--- src/rtl/jt900h_pkg.sv ---
// Shared encodings for the shift sequencer: operation codes, FSM states and
// operand-size helpers used by both the datapath and the control.
package jt900h_pkg;

  typedef enum logic [2:0] {
    OP_RLC = 3'd0,
    OP_RRC = 3'd1,
    OP_RL  = 3'd2,
    OP_RR  = 3'd3,
    OP_SLA = 3'd4,
    OP_SRA = 3'd5,
    OP_SLL = 3'd6,
    OP_SRL = 3'd7
  } op_e;

  typedef enum logic [1:0] {
    ST_IDLE  = 2'd0,
    ST_SHIFT = 2'd1,
    ST_DONE  = 2'd2
  } state_e;

  // Byte wins if both size strobes are set; neither set means long.
  function automatic logic [31:0] size_mask(input logic bs, input logic ws);
    if (bs)      return 32'h0000_00ff;
    else if (ws) return 32'h0000_ffff;
    else         return 32'hffff_ffff;
  endfunction

  function automatic logic [31:0] size_top(input logic bs, input logic ws);
    if (bs)      return 32'h0000_0080;
    else if (ws) return 32'h0000_8000;
    else         return 32'h8000_0000;
  endfunction

  function automatic logic [4:0] decode_cnt(input logic [3:0] cnt);
    return (cnt == 4'd0) ? 5'd16 : {1'b0, cnt};
  endfunction

endpackage

--- src/rtl/jt900h_shift1.sv ---
// Combinational single-bit shift/rotate of a byte/word/long operand.
// Bits above the selected size pass through untouched.
module jt900h_shift1
  import jt900h_pkg::*;
(
  input  logic [31:0] value,
  input  logic        carry,
  input  op_e         op,
  input  logic        bs,
  input  logic        ws,
  output logic [31:0] shifted,
  output logic        carry_out
);

  logic [31:0] mask, top, sized;
  logic        msb_bit, fill;

  always_comb begin
    mask    = size_mask(bs, ws);
    top     = size_top(bs, ws);
    msb_bit = |(value & top);
    fill    = 1'b0;
    sized   = '0;
    // Even op codes shift left, odd ones shift right.
    if (!op[0]) begin
      case (op)
        OP_RLC:  fill = msb_bit;
        OP_RL:   fill = carry;
        default: fill = 1'b0;
      endcase
      sized     = {value[30:0], fill} & mask;
      carry_out = msb_bit;
    end else begin
      case (op)
        OP_RRC:  fill = value[0];
        OP_RR:   fill = carry;
        OP_SRA:  fill = msb_bit;
        default: fill = 1'b0;
      endcase
      sized     = ({1'b0, value[31:1]} & (mask >> 1)) | (fill ? top : 32'd0);
      carry_out = value[0];
    end
    shifted = sized | (value & ~mask);
  end

endmodule

--- src/rtl/jt900h_shseq.sv ---
// Multi-bit shift/rotate sequencer: one bit per enabled clock, 1..16 bits.
// Define JT900H_SHSEQ_PV_EN to produce even parity of the result on v.
module jt900h_shseq
  import jt900h_pkg::*;
(
  input  logic        clk,
  input  logic        rst,
  input  logic        cen,
  input  logic        start,
  input  logic [2:0]  op,
  input  logic        bs,
  input  logic        ws,
  input  logic [3:0]  cnt,
  input  logic [31:0] din,
  input  logic        cin,
  output logic        busy,
  output logic        done,
  output logic        cout,
  output logic        n,
  output logic        z,
  output logic        v,
  output logic [31:0] dout
);

  state_e      st;
  op_e         op_r;
  logic        bs_r, ws_r;
  logic [31:0] acc;
  logic        acy;
  logic [4:0]  left;
  logic [31:0] sh;
  logic        sh_cy;
  logic [31:0] sized;

  jt900h_shift1 u_shift1 (
    .value     (acc),
    .carry     (acy),
    .op        (op_r),
    .bs        (bs_r),
    .ws        (ws_r),
    .shifted   (sh),
    .carry_out (sh_cy)
  );

  assign sized = sh & size_mask(bs_r, ws_r);

  // acc/acy hold the working operand so that dout and the flags only move on
  // shift edges, never on the accept edge.
  always_ff @(posedge clk or posedge rst) begin
    if (rst) begin
      st   <= ST_IDLE;
      busy <= 1'b0;
      done <= 1'b0;
      dout <= '0;
      cout <= 1'b0;
      n    <= 1'b0;
      z    <= 1'b1;
      v    <= 1'b0;
      acc  <= '0;
      acy  <= 1'b0;
      op_r <= OP_RLC;
      bs_r <= 1'b0;
      ws_r <= 1'b0;
      left <= '0;
    end else if (cen) begin
      case (st)
        ST_IDLE, ST_DONE: begin
          done <= 1'b0;
          if (start) begin
            st   <= ST_SHIFT;
            busy <= 1'b1;
            acc  <= din;
            acy  <= cin;
            op_r <= op_e'(op);
            bs_r <= bs;
            ws_r <= ws;
            left <= decode_cnt(cnt);
          end else begin
            st <= ST_IDLE;
          end
        end
        ST_SHIFT: begin
          acc  <= sh;
          acy  <= sh_cy;
          dout <= sh;
          cout <= sh_cy;
          n    <= |(sh & size_top(bs_r, ws_r));
          z    <= ~|sized;
`ifdef JT900H_SHSEQ_PV_EN
          v    <= ~^sized;
`else
          v    <= 1'b0;
`endif
          left <= left - 5'd1;
          if (left == 5'd1) begin
            st   <= ST_DONE;
            busy <= 1'b0;
            done <= 1'b1;
          end
        end
        default: begin
          st   <= ST_IDLE;
          busy <= 1'b0;
          done <= 1'b0;
        end
      endcase
    end
  end

endmodule
--- config.mk ---
export PLATFORM = sky130hd
export DESIGN_NAME = jt900h_shseq
export DESIGN_NICKNAME = d
export VERILOG_FILES = /design/src/rtl/jt900h_pkg.sv /design/src/rtl/jt900h_shift1.sv /design/src/rtl/jt900h_shseq.sv
export SDC_FILE = /design/constraint.sdc
export NUM_CORES = 1
export LEC_CHECK = 0
export CELL_PAD_IN_SITES_DETAIL_PLACEMENT = 1
export CELL_PAD_IN_SITES_GLOBAL_PLACEMENT = 2
export CORE_ASPECT_RATIO = 1.75
export CORE_MARGIN = 2
export CORE_UTILIZATION = 31
export CTS_CLUSTER_DIAMETER = 120
export DETAILED_ROUTE_END_ITERATION = 16
export GPL_TIMING_DRIVEN = 0
export PLACE_DENSITY_LB_ADDON = 0.1
export SYNTH_ARGS = -nofsm -noshare
export SYNTH_HDL_FRONTEND = slang
export SYNTH_SLANG_ARGS = --single-unit
--- constraint.sdc ---
create_clock -name clk -period 2.95 [get_ports clk]
set_input_delay 0.4425 -clock clk [delete_from_list [all_inputs] [get_ports clk]]
set_output_delay 0.4425 -clock clk [all_outputs]
set_load 0.05 [all_outputs]
After elaboration in Yosys (flattened, before gate mapping)
Index checks and enable logic that the tools add are counted.
{"block": "word_totals", "reg_bits": 82, "inputBits": 46, "out_inout_bits": 38}
{"block": "op_classes", "n_addsub": 1, "eq_ne": 9, "mux": 28, "bitwise_logic": 9, "n_reduce_logical": 14}
{"cell": "two-way mux 32 bit", "count": 9}
{"cell": "bitwise AND 32 bit", "count": 5}
{"cell": "OR reduction 32 bit", "count": 3}
{"cell": "bitwise OR 32 bit", "count": 2}
{"cell": "case mux 32 bit (2 select lines)", "count": 1}
{"cell": "inverter 32 bit", "count": 1}
{"cell": "bitwise AND 31 bit", "count": 1}
{"cell": "two-way mux 5 bit", "count": 2}
{"cell": "case mux 5 bit (2 select lines)", "count": 1}
{"cell": "two-way mux 1 bit", "count": 9}
{"cell": "AND reduction 3 bit", "count": 3}
{"cell": "equality test 3 x 2 -> 1 bit (second input constant)", "count": 2}
{"cell": "case mux 1 bit (2 select lines)", "count": 3}
{"cell": "equality test 5 x 1 -> 1 bit (second input constant)", "count": 1}
{"cell": "subtractor 5 x 1 -> 5 bit (second input constant)", "count": 1}
{"cell": "logical NOT 4 bit", "count": 1}
{"cell": "inequality test 2 bit (second input constant)", "count": 2}
{"cell": "case mux 2 bit (2 select lines)", "count": 1}
{"cell": "AND reduction 2 bit", "count": 2}
{"cell": "equality test 3 x 1 -> 1 bit (second input constant)", "count": 1}
{"cell": "equality test 3 bit (second input constant)", "count": 1}
{"cell": "logical NOT 3 bit", "count": 1}
{"cell": "case mux 1 bit (3 select lines)", "count": 1}
{"cell": "equality test 2 x 1 -> 1 bit (second input constant)", "count": 1}
{"cell": "other kinds (6)", "count": 6}

Longest topological paths before layout
{"block": "depth", "word_depth": 13, "ltp_mapped": 7}

Modules after synthesis
Synthesis repeated with hierarchy kept, for this count alone.
{"block": "hier_totals", "cells_unflattened": 414, "area_unflattened_um2": 4558.1}
{"module": "jt900h_shseq", "instances": 1, "cells_each": 300, "area_per_inst_um2": 3801.1, "seq_area_each_um2": 2028.2}
{"module": "jt900h_shift1", "instances": 1, "cells_each": 114, "area_per_inst_um2": 757.0, "seq_area_each_um2": 0.0}

Worst setup path before layout
No wires, ideal clock.
{"block": "synth_path", "kind": "reg-to-reg", "start": "register st[1]", "end": "register left[3]", "t_arrival_ns": 1.612, "t_required_ns": 2.868, "slack_ns": 1.255, "stages_incl_launch_ff": 8, "n_path_buf": 3, "path_cell_list": "dfrtp_1 -> and3b_1 -> buf_4 -> nor2_2 -> buf_4 -> buf_4 -> a21oi_1 -> o22ai_1"}
{"block": "synth_between", "elab_chain_cells": 4, "word_cells_on_any_way": 8}
{"item": "from (decl)", "line_no": "jt900h_shseq.sv:25", "rtl": "state_e st;"}
{"item": "from (signal assigned)", "line_no": "jt900h_shseq.sv:51", "rtl": "st <= ST_IDLE;"}
{"item": "from (signal assigned)", "line_no": "jt900h_shseq.sv:70", "rtl": "st <= ST_SHIFT;"}
{"item": "from (signal assigned)", "line_no": "jt900h_shseq.sv:79", "rtl": "st <= ST_IDLE;"}
{"item": "equality test 2 bit / logical NOT 2 bit (equally long branches)", "line_no": "jt900h_shseq.sv:66", "rtl": "case (st)"}
{"item": "OR reduction 2 bit", "line_no": "jt900h_shseq.sv:66"}
{"item": "inequality test 2 bit (no source line) / nonzero test 2 bit (equally long branches)"}
{"item": "AND reduction 3 bit (no source line)"}
{"item": "to (signal assigned)", "line_no": "jt900h_shseq.sv:77", "rtl": "left <= decode_cnt(cnt);"}
{"item": "to (signal assigned)", "line_no": "jt900h_shseq.sv:94", "rtl": "left <= left - 5'd1;"}
{"item": "to (decl)", "line_no": "jt900h_shseq.sv:30", "rtl": "logic [4:0] left;"}
Several ways; a longest one is shown, not always the timed one.
A chain may end at the register's enable or synchronous reset.

Worst setup path after layout
{"block": "layout_path", "start": "register z", "end": "output z"}
{"item": "from (decl)", "line_no": "jt900h_shseq.sv:20", "rtl": "output logic z,"}
{"item": "from (signal assigned)", "line_no": "jt900h_shseq.sv:88", "rtl": "z <= ~|sized;"}
No word-level cell between the ends.

==> flow_results.org <==
** Clock tree
- Postcts setup bufs :: 0
- Clock latency reported for the late side of the worst-skew pair :: 340 ps
- The longest clock path from root to sink contains 2 buffers.
- Clock tree from TritonCTS :: yes
- Total clock buffers created by CTS :: 9
- Htree depth :: 3
- Clock Sinks :: 81
- PostCTS Resize Cnt :: 0
- Clock transition at the registers of the reported paths :: 60 ps
- Hold_buf cts :: 0
- The root buffer cell chosen for the clock tree is sky130_fd_sc_hd__clkbuf_16.

** Placement
- Once detailed placement completed, the half-perimeter wirelength came to 10600 microns.
- Prior to clock tree synthesis, the placed netlist has a worst setup slack of 505 ps.
- Number of buffers added on ports :: 82
- Global placement routability congestion :: 0.844
- Once placement completed, the tool counted placed cells totaling 693.

** Power
- In this run the power density over the cells is 1300 nW/um^2.
- IR analysis of the VDD net gives a maximum drop of 0.489 mV.
- Total net switching power :: 3400 uW
- In this run the static leakage power is 0.00246 uW.
- Total internal power :: 3740 uW
- Per report_power, the sequential group accounts for 30.5% of the total.
- The clock network accounts for 16.1% of the total power.
- Overall power after layout :: 7130 uW
- Of the total power, the share spent switching nets is 47.6%.
- Portion of total power attributed to combinational logic :: 53.5%

** Floorplanning
- Die Area :: 14300 sq um
- Die Width :: 91.4 microns
- Initial core utilization :: 31.9%
- Floorplan row count :: 55
- Vertical extent of the die :: 157 microns
- Placeable core area :: 13000 sq um
- 84 I/O pins were placed.

** Finish
- In the final layout, flip-flops and latches occupy 2030 sq um.
- Most used cells in the layout excluding fill and tap cells :: 84 x sky130_fd_sc_hd__nand2_1, 82 x sky130_fd_sc_hd__clkdlybuf4s50_1, 80 x sky130_fd_sc_hd__dfrtp_1
- Leaving out filler cells and counting taps, the final layout contains 709.
- Compared with the post-synthesis result, the final layout area differs by 32.9%.
- The number of antenna diodes in the final layout is 0.
- The library cell used most frequently in the layout, excluding fill and tap cells, is sky130_fd_sc_hd__nand2_1.
- Share of the core filled with cells :: 42.3%
- Layout net count :: 581
- Fraction of layout cells with a size suffix above 1 :: 9.11%
- Total area of multi-input combinational cells :: 1910 sq um
- The filler cells instantiated in the layout total 1490.

** Run status
- Run status :: finished, final reports clean

** Setup path
- CP top delay family :: buffers and inverters
- At the worst endpoint, the required time is 2510 ps.
- For this design, the slowest cell found on the critical path is sky130_fd_sc_hd__clkdlybuf4s50_1.
- Kind of capture point of the worst setup path :: output pin
- Critical-path maximum fanout :: 2
- Cells traversed along the worst timing path :: clkdlybuf4s50_1
- Critical setup path kind :: flip-flop to output pin
- In this design, the stage delay of the slowest critical-path cell is 790 ps.
- CP Depth :: 1
- Count of buffering cells on the critical path with inverters included :: 1
- Crit path DAT :: 1660 ps
- For the worst flop-to-flop path, the logic depth is 7.
- The worst register-to-register path has a setup slack of 1080 ps.
- The most critical setup path has its endpoint at z.
- In this run the critical register-to-register path is captured at acc[8]$_DFFE_PP0P_.
- Startpoint type of the worst setup path :: flip-flop
- The startpoint identified for the worst register-to-register timing path is st[0]$_DFFE_PP0P_.
- The critical path starts at z$_DFFE_PP1P_.

** STA
- Tightest slew margin relative to the limit :: 57.6%
- Max-slew violation total from the final report :: 0
- Based on the critical path, the design can be clocked at up to 475 MHz.
- Final period util :: 71.4%
- Setup repair after global routing missed its margin :: no
- In the post-route analysis, the smallest setup slack over all paths is 845 ps.
- Setup-violating endpoint count in the final report :: 0
- Hold violation count in the final report :: 0
- The worst path in the final design needs a cycle of 2100 ps, including I/O delays and setup.
- At the pin with the least slew margin, the transition time is 636 ps.
- Layout Skew :: 6.85 ps
- Tightest hold margin :: 472 ps

** Global routing
- The number of antenna violations at the first check in global routing came to 0.
- Entering global routing, the biggest net connects 43 pins.
- For this run the aggregate overflow at the end of global routing stands at 0.
- First-pass GRT wire length :: 22800 microns
- GR Util All Layers :: 20.7%
- The number of global-route vias before repair was 4064.

** Routing
- Mean number of vias per cell :: 5.31
- The first routing iteration left 135 violations.
- After detailed routing, the number of remaining DRC violations is 0.
- The detailed router placed 3768 vias in this run.
- Avg WL per Cell :: 19.8 microns
- In this run the remaining antenna-violating nets after routing total 0.
- Overall routed net length :: 14000 microns
- Number of detailed-route iterations in the first pass :: 5

** Synthesis
- Number of distinct library cell variants in the gate-level netlist after synthesis :: 46
- In the synthesized netlist the dominant register cell turns out to be sky130_fd_sc_hd__dfrtp_1.
- After synthesis, the mean cell area works out to 9.44 sq um.
- Total of warnings raised by yosys :: 0
- In this run the cell area of the synthesized design comes to 4140 sq um.
- Share of synthesized registers carrying an async set or reset :: 100%
- In this run, synthesis inferred 0 flip-flops with an integrated enable.
- The number of nets handed over by synthesis was 487.
- Seq/Total Area, Yosys :: 48.9%
- Synthesized instance count :: 439
- Register bit count reported by yosys :: 81

** Hold path
- Worst hold path type :: flip-flop to flip-flop

** Flow run
- Max-cap violation count :: 0
==> cells in the mapped netlist, drive strengths merged (3+ instances only) <==
cell type / instances / area, sq um
nor4: 4 / 25.0
a21o: 16 / 120
nor2b: 3 / 18.8
nand3b: 3 / 22.5
nor2: 37 / 141
a21oi: 24 / 120
a221o: 13 / 130
nor3b: 3 / 32.5
buf: 22 / 140
a31oi: 5 / 46.3
clkbuf: 8 / 31.3
o211ai: 13 / 103
o22ai: 3 / 18.8
nor3: 8 / 40.0
mux2i: 29 / 290
o21ai: 31 / 159
inv: 10 / 37.5
nand2: 84 / 315
dfrtp: 80 / 2000
nand3: 8 / 40.0
a22oi: 12 / 90.1
==> layout make-up <==
type,instances,area share (%)
Buffer,30,3.11
Clock buffer,12,4.48
Clock inverter,4,0.954
Inverter,10,0.727
Multi-Input combinational cell,318,34.6
Sequential cell,81,36.8
Tap cell,171,3.88
Timing Repair Buffer,83,15.4
==> cells by family (layout without fill, tap and decap cells) <==
group / count (synthesis) / after routing / share of synthesized area, %
compound gates: 129 / 129 / 21.6
fa+ha+maj: 2 / 2 / 0.604
mux: 30 / 30 / 7.28
buf+inv: 40 / 139 / 5.04
simple gates: 156 / 156 / 16.4
other cells: 1 / 1 / 0.0905
flops: 81 / 81 / 48.9
==> sequential cells by signal (all words and copies together), names as in the netlist <==
name,flops
bs_r,1
op_r,3
cout,1
acc,32
st,2
busy,1
z,1
left,5
n,1
ws_r,1
acy,1
dout,32
==> power groups by stage <==
| stage | sequential (uW) | clock [uW] | combinational (uW) |
|---|---|---|---|
| final | 2170 | 1150 | 3810 |
| after global routing | 2260 | 1220 | 4170 |
| after CTS | 2180 | 1180 | 3870 |
| after detailed placement | 2190 | 0 | 3850 |
| after global placement | 2170 | 0 | 3760 |
| after floorplan | 2760 | 0 | 1960 |
==> routing by layer <==
metal | track usage [%] | up-vias | share of wire (%) | routed length [microns]
met3 | 3.40 | 24 | 2.9 | 401
met5 | 0 | - | 0 | 0
met4 | 7.79 | 0 | 2.7 | 380
li1 | - | 1753 | - | -
met1 | 22.4 | 1918 | 38 | 5340
met2 | 39.6 | 73 | 56 | 7920
==> per-stage QoR <==
step                instance area [sq um]  setup TNS, ps
CTS                                  5510              0
global route                         5510              0
global placement                     5180         -92290
finish                               5510              0
floorplan                            4140              0
detailed placement                   5210              0
==> how the worst min path moves through the flow <==
| stage | startpoint | to | slack (ps) | depth (start not counted) |
|---|---|---|---|---|
| after floorplan | left[1]$_DFFE_PP0P_ | left[1]$_DFFE_PP0P_ | 470 | 2 |
| after global placement | dout[7]$_DFFE_PP0P_ | dout[7]$_DFFE_PP0P_ | 460 | 1 |
| after detailed placement | dout[7]$_DFFE_PP0P_ | dout[7]$_DFFE_PP0P_ | 460 | 1 |
| after CTS | z$_DFFE_PP1P_ | z$_DFFE_PP1P_ | 470 | 2 |
| after global routing | z$_DFFE_PP1P_ | z$_DFFE_PP1P_ | 490 | 2 |
| final | dout[7]$_DFFE_PP0P_ | dout[7]$_DFFE_PP0P_ | 470 | 1 |
(Power assumes the default switching activity.)
